`src/rtl/spi_slave_if.sv`:
```
`timescale 1ns/1ps
`default_nettype none
// ============================================================================
// Module   : spi_slave_if
// Purpose  : SPI pins plus parallel load/receive handshake of one slave.
// Revision : 1.0
// ============================================================================
interface spi_slave_if #(
  parameter int BITS = 20
);
  logic            i_sclk;
  logic            i_mosi;
  logic [2:0]      i_ss;
  logic            o_miso;
  logic [BITS-1:0] i_data;
  logic            i_load;
  logic [BITS-1:0] o_data;
  logic            o_valid;
  logic            o_busy;
  logic            o_err;

  modport slave (
    input  i_sclk, i_mosi, i_ss, i_data, i_load,
    output o_miso, o_data, o_valid, o_busy, o_err
  );

  modport master (
    output i_sclk, i_mosi, i_ss, i_data, i_load,
    input  o_miso, o_data, o_valid, o_busy, o_err
  );
endinterface
`default_nettype wire

```
`src/rtl/spi_slave.sv`:
```
`timescale 1ns/1ps
`default_nettype none
// ============================================================================
// Module   : spi_slave
// Purpose  : Oversampled SPI mode-0 slave with encoded select and frame abort.
// Revision : 1.0
// ============================================================================
module spi_slave #(
  parameter int         BITS     = 20,
  parameter logic [2:0] SLAVE_ID = 3'd1
) (
  input  wire logic  i_clk,
  input  wire logic  i_rst,
  spi_slave_if.slave bus
);

  localparam int             c_cw   = $clog2(BITS) + 1;
  localparam logic [c_cw-1:0] c_bits = c_cw'(BITS);

  typedef enum logic [1:0] {
    S_IDLE   = 2'd0,
    S_ACTIVE = 2'd1,
    S_DONE   = 2'd2
  } state_t;

  state_t          r_state;
  state_t          w_next;
  logic [2:0]      r_sclk_sync;
  logic [1:0]      r_mosi_sync;
  logic [2:0]      r_ss_sync0;
  logic [2:0]      r_ss_sync1;
  logic [BITS-1:0] r_shift_in;
  logic [BITS-1:0] r_shift_out;
  logic [BITS-1:0] r_tx_buf;
  logic [BITS-1:0] r_data;
  logic [c_cw-1:0] r_cnt;
  logic            r_valid;
  logic            r_err;

  logic w_sel;
  logic w_rise;
  logic w_fall;
  logic w_start;
  logic w_capture;
  logic w_abort;
  logic w_shift_in;
  logic w_shift_out;

  // Addresses 0 and 7 are reserved and never select a slave.
  assign w_sel  = (r_ss_sync1 == SLAVE_ID) && (SLAVE_ID != 3'd0) && (SLAVE_ID != 3'd7);
  assign w_rise = r_sclk_sync[1] & ~r_sclk_sync[2];
  assign w_fall = ~r_sclk_sync[1] & r_sclk_sync[2];

  always_ff @(posedge i_clk or negedge i_rst) begin
    if (!i_rst) begin
      r_sclk_sync <= '0;
      r_mosi_sync <= '0;
      r_ss_sync0  <= '0;
      r_ss_sync1  <= '0;
    end else begin
      r_sclk_sync <= {r_sclk_sync[1:0], bus.i_sclk};
      r_mosi_sync <= {r_mosi_sync[0], bus.i_mosi};
      r_ss_sync0  <= bus.i_ss;
      r_ss_sync1  <= r_ss_sync0;
    end
  end

  always_ff @(posedge i_clk or negedge i_rst) begin
    if (!i_rst) r_state <= S_IDLE;
    else        r_state <= w_next;
  end

  always_comb begin
    w_next      = r_state;
    w_start     = 1'b0;
    w_capture   = 1'b0;
    w_abort     = 1'b0;
    w_shift_in  = 1'b0;
    w_shift_out = 1'b0;
    case (r_state)
      S_IDLE: begin
        if (w_sel) begin
          w_next  = S_ACTIVE;
          w_start = 1'b1;
        end
      end
      S_ACTIVE: begin
        // A rise coinciding with deselect falls into the abort branch and is dropped.
        if (r_cnt == c_bits) begin
          w_next    = S_DONE;
          w_capture = 1'b1;
        end else if (!w_sel) begin
          w_next  = S_IDLE;
          w_abort = 1'b1;
        end else begin
          w_shift_in  = w_rise;
          w_shift_out = w_fall;
        end
      end
      S_DONE: begin
        if (!w_sel) w_next = S_IDLE;
      end
      default: w_next = S_IDLE;
    endcase
  end

  always_ff @(posedge i_clk or negedge i_rst) begin
    if (!i_rst) begin
      r_shift_in  <= '0;
      r_shift_out <= '0;
      r_tx_buf    <= '0;
      r_data      <= '0;
      r_cnt       <= '0;
      r_valid     <= 1'b0;
      r_err       <= 1'b0;
    end else begin
      r_valid <= w_capture;
      r_err   <= w_abort;

      // Frame start consumes the buffer; a same-cycle load goes straight to the wire.
      if (w_start)          r_tx_buf <= '0;
      else if (bus.i_load)  r_tx_buf <= bus.i_data;

      if (w_start) begin
        r_cnt       <= '0;
        r_shift_in  <= '0;
        r_shift_out <= bus.i_load ? bus.i_data : r_tx_buf;
      end else begin
        if (w_shift_in) begin
          r_shift_in <= {r_shift_in[BITS-2:0], r_mosi_sync[1]};
          r_cnt      <= r_cnt + c_cw'(1);
        end
        if (w_shift_out) r_shift_out <= {r_shift_out[BITS-2:0], 1'b0};
      end

      if (w_capture) r_data <= r_shift_in;
    end
  end

  assign bus.o_miso  = (r_state == S_ACTIVE) & r_shift_out[BITS-1];
  assign bus.o_data  = r_data;
  assign bus.o_valid = r_valid;
  assign bus.o_busy  = (r_state != S_IDLE);
  assign bus.o_err   = r_err;

endmodule
`default_nettype wire

```
`src/flat_wrapper.sv`:
```
// flat-port wrapper written by rule: the top's interface ports become plain ports
module spi_slave_flat 
#(
  parameter int         BITS     = 20,
  parameter logic [2:0] SLAVE_ID = 3'd1
)
  (i_clk, i_rst, bus_i_sclk, bus_i_mosi, bus_i_ss, bus_i_data, bus_i_load, bus_o_miso, bus_o_data, bus_o_valid, bus_o_busy, bus_o_err);
  spi_slave_if #(.BITS(BITS)) bus_i ();
  input  wire logic i_clk;
  input  wire logic i_rst;
  input wire logic [$bits(bus_i.i_sclk)-1:0] bus_i_sclk;
  input wire logic [$bits(bus_i.i_mosi)-1:0] bus_i_mosi;
  input wire logic [$bits(bus_i.i_ss)-1:0] bus_i_ss;
  input wire logic [$bits(bus_i.i_data)-1:0] bus_i_data;
  input wire logic [$bits(bus_i.i_load)-1:0] bus_i_load;
  output wire logic [$bits(bus_i.o_miso)-1:0] bus_o_miso;
  output wire logic [$bits(bus_i.o_data)-1:0] bus_o_data;
  output wire logic [$bits(bus_i.o_valid)-1:0] bus_o_valid;
  output wire logic [$bits(bus_i.o_busy)-1:0] bus_o_busy;
  output wire logic [$bits(bus_i.o_err)-1:0] bus_o_err;
  assign bus_i.i_sclk = bus_i_sclk;
  assign bus_i.i_mosi = bus_i_mosi;
  assign bus_i.i_ss = bus_i_ss;
  assign bus_i.i_data = bus_i_data;
  assign bus_i.i_load = bus_i_load;
  assign bus_o_miso = bus_i.o_miso;
  assign bus_o_data = bus_i.o_data;
  assign bus_o_valid = bus_i.o_valid;
  assign bus_o_busy = bus_i.o_busy;
  assign bus_o_err = bus_i.o_err;
  spi_slave #(.BITS(BITS), .SLAVE_ID(SLAVE_ID)) u_core (.i_clk(i_clk), .i_rst(i_rst), .bus(bus_i));
endmodule
```
`config.mk`:
```
export PLATFORM = sky130hd
export DESIGN_NAME = spi_slave_flat
export DESIGN_NICKNAME = d
export VERILOG_FILES = /design/src/rtl/spi_slave_if.sv /design/src/rtl/spi_slave.sv /design/src/flat_wrapper.sv
export SDC_FILE = /design/constraint.sdc
export NUM_CORES = 1
export LEC_CHECK = 0
export BUFFER_PORTS_ARGS = -buffer_cell sky130_fd_sc_hd__clkbuf_2
export CORE_ASPECT_RATIO = 0.75
export CORE_MARGIN = 4
export CORE_UTILIZATION = 57
export CTS_CLUSTER_DIAMETER = 120
export DETAILED_ROUTE_END_ITERATION = 7
export PLACE_DENSITY = 0.84
export SLEW_MARGIN = 20
export SYNTH_ARGS = -nofsm -noshare
export SYNTH_HDL_FRONTEND = slang
export SYNTH_SLANG_ARGS = --single-unit
export TNS_END_PERCENT = 20
```
`constraint.sdc`:
```
create_clock -name i_clk -period 4.9 [get_ports i_clk]
set_input_delay 0.735 -clock i_clk [delete_from_list [all_inputs] [get_ports i_clk]]
set_output_delay 0.735 -clock i_clk [all_outputs]
set_load 0.005 [all_outputs]
```
-- After elaboration in Yosys (flattened, before gate mapping)
Cells that the tools add are included.
- bits in registers: 101
- bits of input ports: 28
- output and inout port bits: 24
- word-level logic and storage cells: 52
- add/subtract/negate cells: 1
- equality and inequality tests: 5
- multiplexer cells: 25
- bitwise logic cells: 5
- reduce and logical (&&, ||, !) cells: 4
- operators by type and width (cell ; number):
    $mux 20 ; 6
    $mux 1 ; 13
    $mux 6 ; 2
    $add 6x1->6 const B ; 1
    $eq 6x5->1 const B ; 1
    $mux 2 ; 3
    $pmux 2 s3 ; 1
    $reduce_bool 2->1 ; 3
    $and 1x1->1 ; 3
    $eq 3x1->1 const B ; 1
    $eq 2x1->1 const B ; 1
    $eq 2x2->1 const B ; 1
    $logic_not 2->1 ; 1
    $ne 2x1->1 const B ; 1
    $not 1->1 ; 2

-- Longest topological paths before layout
Gate-level depths: netlist of run 1.
- depth in word-level cells: 7
- gate-level depth with buffers: 7
- mapped depth without buffers: 6

-- Worst setup path before layout of run 1
OpenSTA, ideal clock, no wires.
- kind: reg-to-reg
- start point: register u_core.r_ss_sync1[1]
- end point: register u_core.r_shift_out[19]
- arrival time: 1.862 ns
- data required time: 4.775 ns
- slack: 2.913 ns
- stages on the path, launching flop included: 6
- path buffers: 1
- clock period less this slack: 1.987 ns
- cell sequence: dfrtp_1 > or3b_1 > or4b_1 > o21ai_2 > buf_6 > mux2_4
- cells in the longest elaborated chain, start to end: 5
- ends and longest elaborated chain (item ; line ; RTL):
    start, declared ; spi_slave.sv:31 ; logic [2:0] r_ss_sync1;
    start signal, assigned ; spi_slave.sv:64 ; r_ss_sync1 <= r_ss_sync0;
    $eq 3x1->1 (*) ; spi_slave.sv:50 ; assign w_sel = (r_ss_sync1 == SLAVE_ID) && (SLAVE_ID != 3'd0) && (SLAVE_ID != 3'd7);
    $mux 1 ; spi_slave.sv:92 ; end else if (!w_sel) begin
    $mux 1 ; spi_slave.sv:89 ; if (r_cnt == c_bits) begin
    $mux 1 ; spi_slave.sv:80 ; case (r_state)
    $reduce_bool 2->1 (no line) ; -- ;
    end signal, assigned ; spi_slave.sv:127 ; r_shift_out <= bus.i_load ? bus.i_data : r_tx_buf;
    end signal, assigned ; spi_slave.sv:133 ; if (w_shift_out) r_shift_out <= {r_shift_out[BITS-2:0], 1'b0};
    end, declared ; spi_slave.sv:33 ; logic [BITS-1:0] r_shift_out;
Mark *: on every way between the ends. The rest lies on a longest branch, timed or not.
A chain may end at the register's enable or synchronous reset.

-- Final worst setup path of run 1
- start point: register u_core.r_ss_sync1[1]
- end point: register u_core.r_shift_out[11]
The elaborated chain is that of the path after synthesis.

==> results.md, run 1 <==
- Status: complete, no violations
- Area Overhead vs Synth: 11.33%
- Synth warn: 0
- CTS tree: yes
- Sequential-to-total area share from yosys stat: 59.12%
- Setup TNS Final: 0 ps
- Die W: 108.0 microns
- Layout cell share with drive strength beyond 1: 26.38%
- Leakage: 2.284 nW
- Hold Vio Cnt, Final: 0
- Post-DRT Antenna Nets: 0
- Relative slew slack: 33.73%
- Hold wc startpoint: u_core.r_mosi_sync[0]
- Worst Setup End Kind: flip-flop
- Clk buf depth: 2
- IO Pins: 52
- Clk root buf: clkbuf_8
- Reg2reg start: u_core.r_ss_sync1[1]
- N_diodes: 0
- Tcrit/Tclk final: 57.60%
- CP Launch Point: u_core.r_ss_sync1[1]
- Largest net degree at the start of global routing: 71
- Clk pin slew, worst setup/hold paths: 90 ps
- Fmax: 0.3543 GHz
- Clock skew: 6.944 ps
- Switching power: 427.6 uW
- Combinational fraction of design power: 13.4%
- Total CTS buffers: 9
- Clock latency on the worst-skew pair: 370 ps
- Post-synthesis net count: 385
- Flops & latches, synth: 101
- Clock Power Share: 28.6%
- Gpl congestion: 0.8212
- Total vias in the final route: 2836
- # setup viols final: 0
- Crit Path Max Fanout: 21
- First-pass GRT wire length: 13590 microns
- Critical path startpoint category: flip-flop
- Total power: 1.675 mW
- H-tree depth: 3
- Number of global-route vias before repair: 2742
- Post-CTS Hold Buffers: 0
- Post-CTS Setup Bufs: 0
- Most frequent cells in the layout: dfrtp_1, clkbuf_2, o21ai_0
- GRT Util Overall: 19.05%
- Min Tclk post-route: 2822 ps
- Max-slew violations: 0
- DRT Wirelength: 7868 microns
- DIE AREA: 8965 sq um
- Slew at the pin closest to its max-slew limit: 994.1 ps
- Peak supply drop: 0.1665 mV
- Floorplan core area: 7331 sq um
- DP Cell Count: 483
- Max cap viols: 0
- Reg power frac: 58.0%
- Rows: 27
- PortBufs: 51
- Sw frac: 25.53%
- Vias/cell: 5.683
- Final hold slack: 354.8 ps
- Synthesized area: 4275 sq um
- CP arrival: 3090 ps
- CP Data Required Time: 5160 ps
- Synth Instances: 355
- Post_cts resized: 0
- Initial antenna violation count: 0
- GRT overflow: 0
- P_int: 1.247 mW
- NumNets Final: 423
- Max incr delay on CP: 680 ps
- DRC Markers: 0
- Pwr dens: 351.9 nW/um^2
- Die Ht: 83.01 microns
- Synth Area per Inst: 12.04 sq um
- Crit Path Class: flip-flop to flip-flop
- CP max stage cell: or3b_1
- Starting density of the core: 58.32%
- Commonest non-fill, non-tap cell in the layout: dfrtp_1
- Detailed Route Iter0 Violations: 215
- Clock Sinks: 101
- Post-Layout Cell Count: 499
- Worst hold path type: flip-flop to flip-flop
- Unrepaired setup endpoints after global routing: false
- Critical path cell sequence: or3b_1 > or4b_1 > o21ai_4 > mux2_2
- Drt pass-1 iters: 4
- Drt wl/cell: 15.77 microns
- Hpwl dp: 5137 microns
- Count of cell types in the netlist: 35
==> worst max-delay path, delay by kind of cell (launching register included) <==
kind | cells | cell delay (ps)
AOI/OAI and AO/OA | 1 | 620
DFF | 1 | 380
and+or+nand+nor | 2 | 1300
muxes | 1 | 400
==> synth_stat cells (all sizes together) <==
master  number  area [sq um]
a211oi       1         7.510
a21boi       1         7.510
a21oi       21         105.1
and2         2         12.51
and3         1         6.260
and4b        1         10.01
buf          5         37.53
clkbuf      22         82.58
dfrtp      101          2527
ha           2         25.02
inv          6         22.52
mux2        40         488.0
mux2i       25         250.2
nand2        7         26.28
nand2b       1         6.260
nand3       23         115.1
nand4        1         6.260
nor2        23         86.33
nor2b        2         12.51
nor3         2         21.27
nor3b        1         7.510
o21ai       38         193.9
o21bai       1         7.510
o22ai        1         6.260
o31ai       20         150.1
or2          1         6.260
or3          1         6.260
or3b         1         8.760
or4          3         22.52
or4b         1         10.01
==> metal layers <==
layer	track usage (%)	vias to the layer above	share of wire [%]
met5	0	-	0
met4	6.307	0	1.4
met3	4.895	10	6.3
met2	28.16	88	46
met1	27.67	1396	46
li1	-	1342	-
==> cell families after synthesis <==
| logic type | after synthesis | share of synthesized area, % |
|---|---|---|
| flip-flops | 101 | 59.12 |
| AO/OA/AOI/OAI | 83 | 11.18 |
| AND/OR/NAND/NOR | 71 | 8.517 |
| multiplexers | 65 | 17.27 |
| buffers and inverters | 33 | 3.336 |
| adder cells (fa/ha/maj) | 2 | 0.5852 |
==> final cells by class <==
cell class                      count  area, sq um
Timing Repair Buffer               54        280.3
Sequential cell                   101         2527
Clock buffer                       11        141.4
Tap cell                          101        126.4
Fill cell                         552         2571
Clock inverter                      5        35.03
Inverter                            6        22.52
Multi-Input combinational cell    221         1627
==> flip-flops by register name, indices dropped and copies added, names as in the netlist, 3 cells and up <==
register	cells
u_core.bus.o_data	20
u_core.r_cnt	6
u_core.r_sclk_sync	3
u_core.r_shift_in	20
u_core.r_shift_out	20
u_core.r_ss_sync0	3
u_core.r_ss_sync1	3
u_core.r_tx_buf	20
==> power by group through the flow <==
stage          combinational, mW  clock, mW  sequential [mW]
3_3_place_gp               0.216          0            0.982
6_report                   0.224      0.480            0.972
4_1_cts                    0.227      0.493            0.970
5_1_grt                    0.255      0.526            0.984
2_1_floorplan              0.174          0            0.969
3_5_place_dp               0.229          0            0.983
==> path summary, 6_finish.rpt <==
path                       depth (start not counted)  slack [ps]                      to
min reg2reg                                        0         350   u_core.r_mosi_sync[1]
min                                                0         350   u_core.r_mosi_sync[1]
max in group asynchronous                          2        3520     u_core.r_tx_buf[17]
max                                                4        2080  u_core.r_shift_out[11]
min in group asynchronous                          1         460   u_core.bus.o_data[15]
max reg2reg                                        4        2080  u_core.r_shift_out[11]
==> stage by stage <==
stage	setup slack, ps	cell area (sq um)	utilization (%)
floorplan	2913	4275	-
global placement	1861	4567	62.30
detailed placement	1788	4567	62.30
CTS	1780	4743	64.70
global route	1962	4760	64.93
finish	2078	4760	64.93
No activity file was read; power rests on OpenSTA's default activity.
==> inputs of run 2 (changes only) <==
Settings changed: CORE_UTILIZATION 57 to 52, PLACE_DENSITY 0.84 to 0.81.
Clock period 4.9 ns to 2.5 ns, I/O delays scaled along.
==> run 2 against run 1 <==
Against the previous run: critical path depth unchanged; flip-flop and latch count is the same; via count grew 1.2%; count of clock-buffer cells in the layout is 2 higher; combinational power grew 110%; critical path type unchanged; worst setup slack got worse by 1800 ps; the run now ends with negative hold slack left; non-clock buffer count up 8; utilization decreased by 3.8 points; sequential power rose by 95%; power rose by 100%; largest power group unchanged; die area grew 8.8%; largest cell class unchanged.
==> results.md, run 2 (synthesized netlist as in run 1, its figures left out) <==
- CTS tree: yes
- CP Launch Point: u_core.r_ss_sync1[1]
- Detailed Route Iter0 Violations: 196 (-8.8%)
- P_int: 2.554 mW (+100%)
- Largest net degree at the start of global routing: 59 (-17%)
- Commonest non-fill, non-tap cell in the layout: dfrtp_1
- Clock Power Share: 29.8% (+1.2 points)
- Worst Setup End Kind: flip-flop
- Most frequent cells in the layout: dfrtp_1, clkbuf_2, o21ai_0
- Gpl congestion: 0.7739 (-5.8%)
- Post-layout util: 61.11% (-3.8 points)
- Drt pass-1 iters: 4 (unchanged)
- Clock latency on the worst-skew pair: 350 ps (-20 ps)
- Die W: 112.7 microns (+4.3%)
- Reg power frac: 56.5% (-1.5 points)
- Starting density of the core: 53.76% (-4.6 points)
- Reg2reg start: u_core.r_ss_sync1[1]
- CP Data Required Time: 2780 ps (-2380 ps)
- Drt wl/cell: 15.97 microns (+1.3%)
- Clk pin slew, worst setup/hold paths: 90 ps (about the same)
- Crit Path Max Fanout: 21 (unchanged)
- Final Cell Area: 4860 sq um (+2.1%)
- Vias/cell: 5.618 (-1.1%)
- IO Pins: 52 (unchanged)
- Hold Vio Cnt, Final: 1 (+1)
- Flop-to-flop setup slack: 310 ps (-1760 ps)
- # setup viols final: 0 (unchanged)
- DRT Wirelength: 8161 microns (+3.7%)
- Relative slew slack: 47.55% (+14 points)
- Slew at the pin closest to its max-slew limit: 786.8 ps (-207.3 ps)
- Total CTS buffers: 9 (unchanged)
- Initial antenna violation count: 0 (unchanged)
- Rows: 28 (+3.7%)
- Post-DP Area: 4657 sq um (+2.0%)
- Crit Path Class: flip-flop to flip-flop
- Tcrit/Tclk final: 87.46% (+30 points)
- Post-CTS Setup Bufs: 0 (unchanged)
- Total power: 3.363 mW (+100%)
- R2R depth: 4 (unchanged)
- Die Ht: 86.53 microns (+4.2%)
- Pwr dens: 691.9 nW/um^2 (+97%)
- Hpwl dp: 5474 microns (+6.5%)
- Max cap viols: 0 (unchanged)
- Number of fillers in the final layout: 665 (+20%)
- Final hold slack: -0.6951 ps (-355.5 ps)
- NumNets Final: 431 (+1.9%)
- Leakage: 2.332 nW (+2.1%)
- Clock skew: 4.955 ps (-1.989 ps)
- Register area: 2527 sq um (unchanged)
- Clk root buf: clkbuf_8
- Clock Sinks: 101 (unchanged)
- Total vias in the final route: 2871 (+1.2%)
- Critical path startpoint category: flip-flop
- DRC Markers: 0 (unchanged)
- Peak supply drop: 0.2989 mV (+80%)
- DP Cell Count: 495 (+2.5%)
- RR Endpoint: u_core.r_cnt[4]
- Clk buf depth: 2 (unchanged)
- DIE AREA: 9751 sq um (+8.8%)
- Fmax: 0.4574 GHz (+29%)
- Min Tclk post-route: 2186 ps (-635.9 ps)
- Number of global-route vias before repair: 2988 (+9.0%)
- Floorplan core area: 7953 sq um (+8.5%)
- Post_cts resized: 0 (unchanged)
- First-pass GRT wire length: 14320 microns (+5.4%)
- Combinational fraction of design power: 13.7% (+0.3 points)
- Switching power: 809.0 uW (+89%)
- Max-slew violations: 0 (unchanged)
- Layout cell share with drive strength beyond 1: 27.34% (+0.96 points)
- Sw frac: 24.06% (-1.5 points)
- Post-Layout Cell Count: 511 (+2.4%)
- Status: finished, violations left
- PortBufs: 51 (unchanged)
- Worst hold path type: input pin to asynchronous set/reset pin
- CP arrival: 2470 ps (-620 ps)
- N_diodes: 0 (unchanged)
- Unrepaired setup endpoints after global routing: false
- Post-DRT Antenna Nets: 0 (unchanged)
- H-tree depth: 3 (unchanged)
- Post-CTS Hold Buffers: 0 (unchanged)
- Area of the multi-input gates: 1619 sq um (-0.46%)
- GRT Util Overall: 18.10% (-0.95 points)
- Area Overhead vs Synth: 13.67%
- GRT overflow: 0 (unchanged)
- Violated checks: negative hold slack
- Setup TNS Final: 0 ps (unchanged)
==> run 2: cell count changes in the layout (fill, tap and decap cells not counted) <==
cell | before | now
o21ai_2 | 0 | 1
clkinv_4 | 1 | 0
clkinv_2 | 2 | 0
clkbuf_1 | 1 | 3
bufinv_16 | 0 | 1
inv_6 | 1 | 0
buf_4 | 4 | 10
buf_12 | 0 | 2
clkinvlp_4 | 1 | 2
o21ai_4 | 1 | 0
==> run 2: worst max-delay path, cell delays in order (launching register included) <==
cell,delay [ps]
dfrtp_1,380
nor3b_1,480
nand2_1,510
or4_1,600
a21oi_1,140
==> run 2: worst max path at each step <==
stage	slack [ps]	end
after floorplan	510	u_core.r_shift_out[19]
after global placement	370	u_core.r_shift_in[4]
after detailed placement	160	u_core.r_shift_in[3]
after CTS	100	u_core.r_shift_in[3]
after global routing	110	u_core.r_cnt[4]
final	310	u_core.r_cnt[4]
==> run 2: per-layer routing <==
| metal | vias up | share of wire [%] | GRT usage, % | wire (microns) |
|---|---|---|---|---|
| met1 | 1452 | 47 | 25.42 | 3850 |
| met5 | - | 0 | 0 | 0 |
| met3 | 10 | 3.9 | 3.768 | 318 |
| li1 | 1358 | - | - | - |
| met4 | 0 | 1.5 | 6.878 | 123 |
| met2 | 51 | 47 | 28.06 | 3869 |
==> run 2: final cells by class <==
type	instances	area share, %
well taps	105	2.703
clock buffers	13	3.064
inverters	6	0.4634
flip-flops and latches	101	52.01
multi-input cells	221	33.32
clock inverters	3	0.9269
repair buffers	62	7.518
==> run 2: power groups by stage <==
stage	Clock, mW	Sequential, mW	Combinational [mW]
after floorplan	0	1.90	0.342
after global placement	0	1.92	0.438
after detailed placement	0	1.93	0.467
after CTS	1.03	1.90	0.467
after global routing	1.11	1.92	0.519
final	1.00	1.90	0.460
==> run 2: through the flow <==
stage                     hold slack [ps]  setup WS [ps]
final                             -0.6951          313.6
after global routing                30.67          105.5
after CTS                           9.792          96.51
after detailed placement            336.4          156.6
after global placement              331.8          371.2
after floorplan                     79.41          513.4
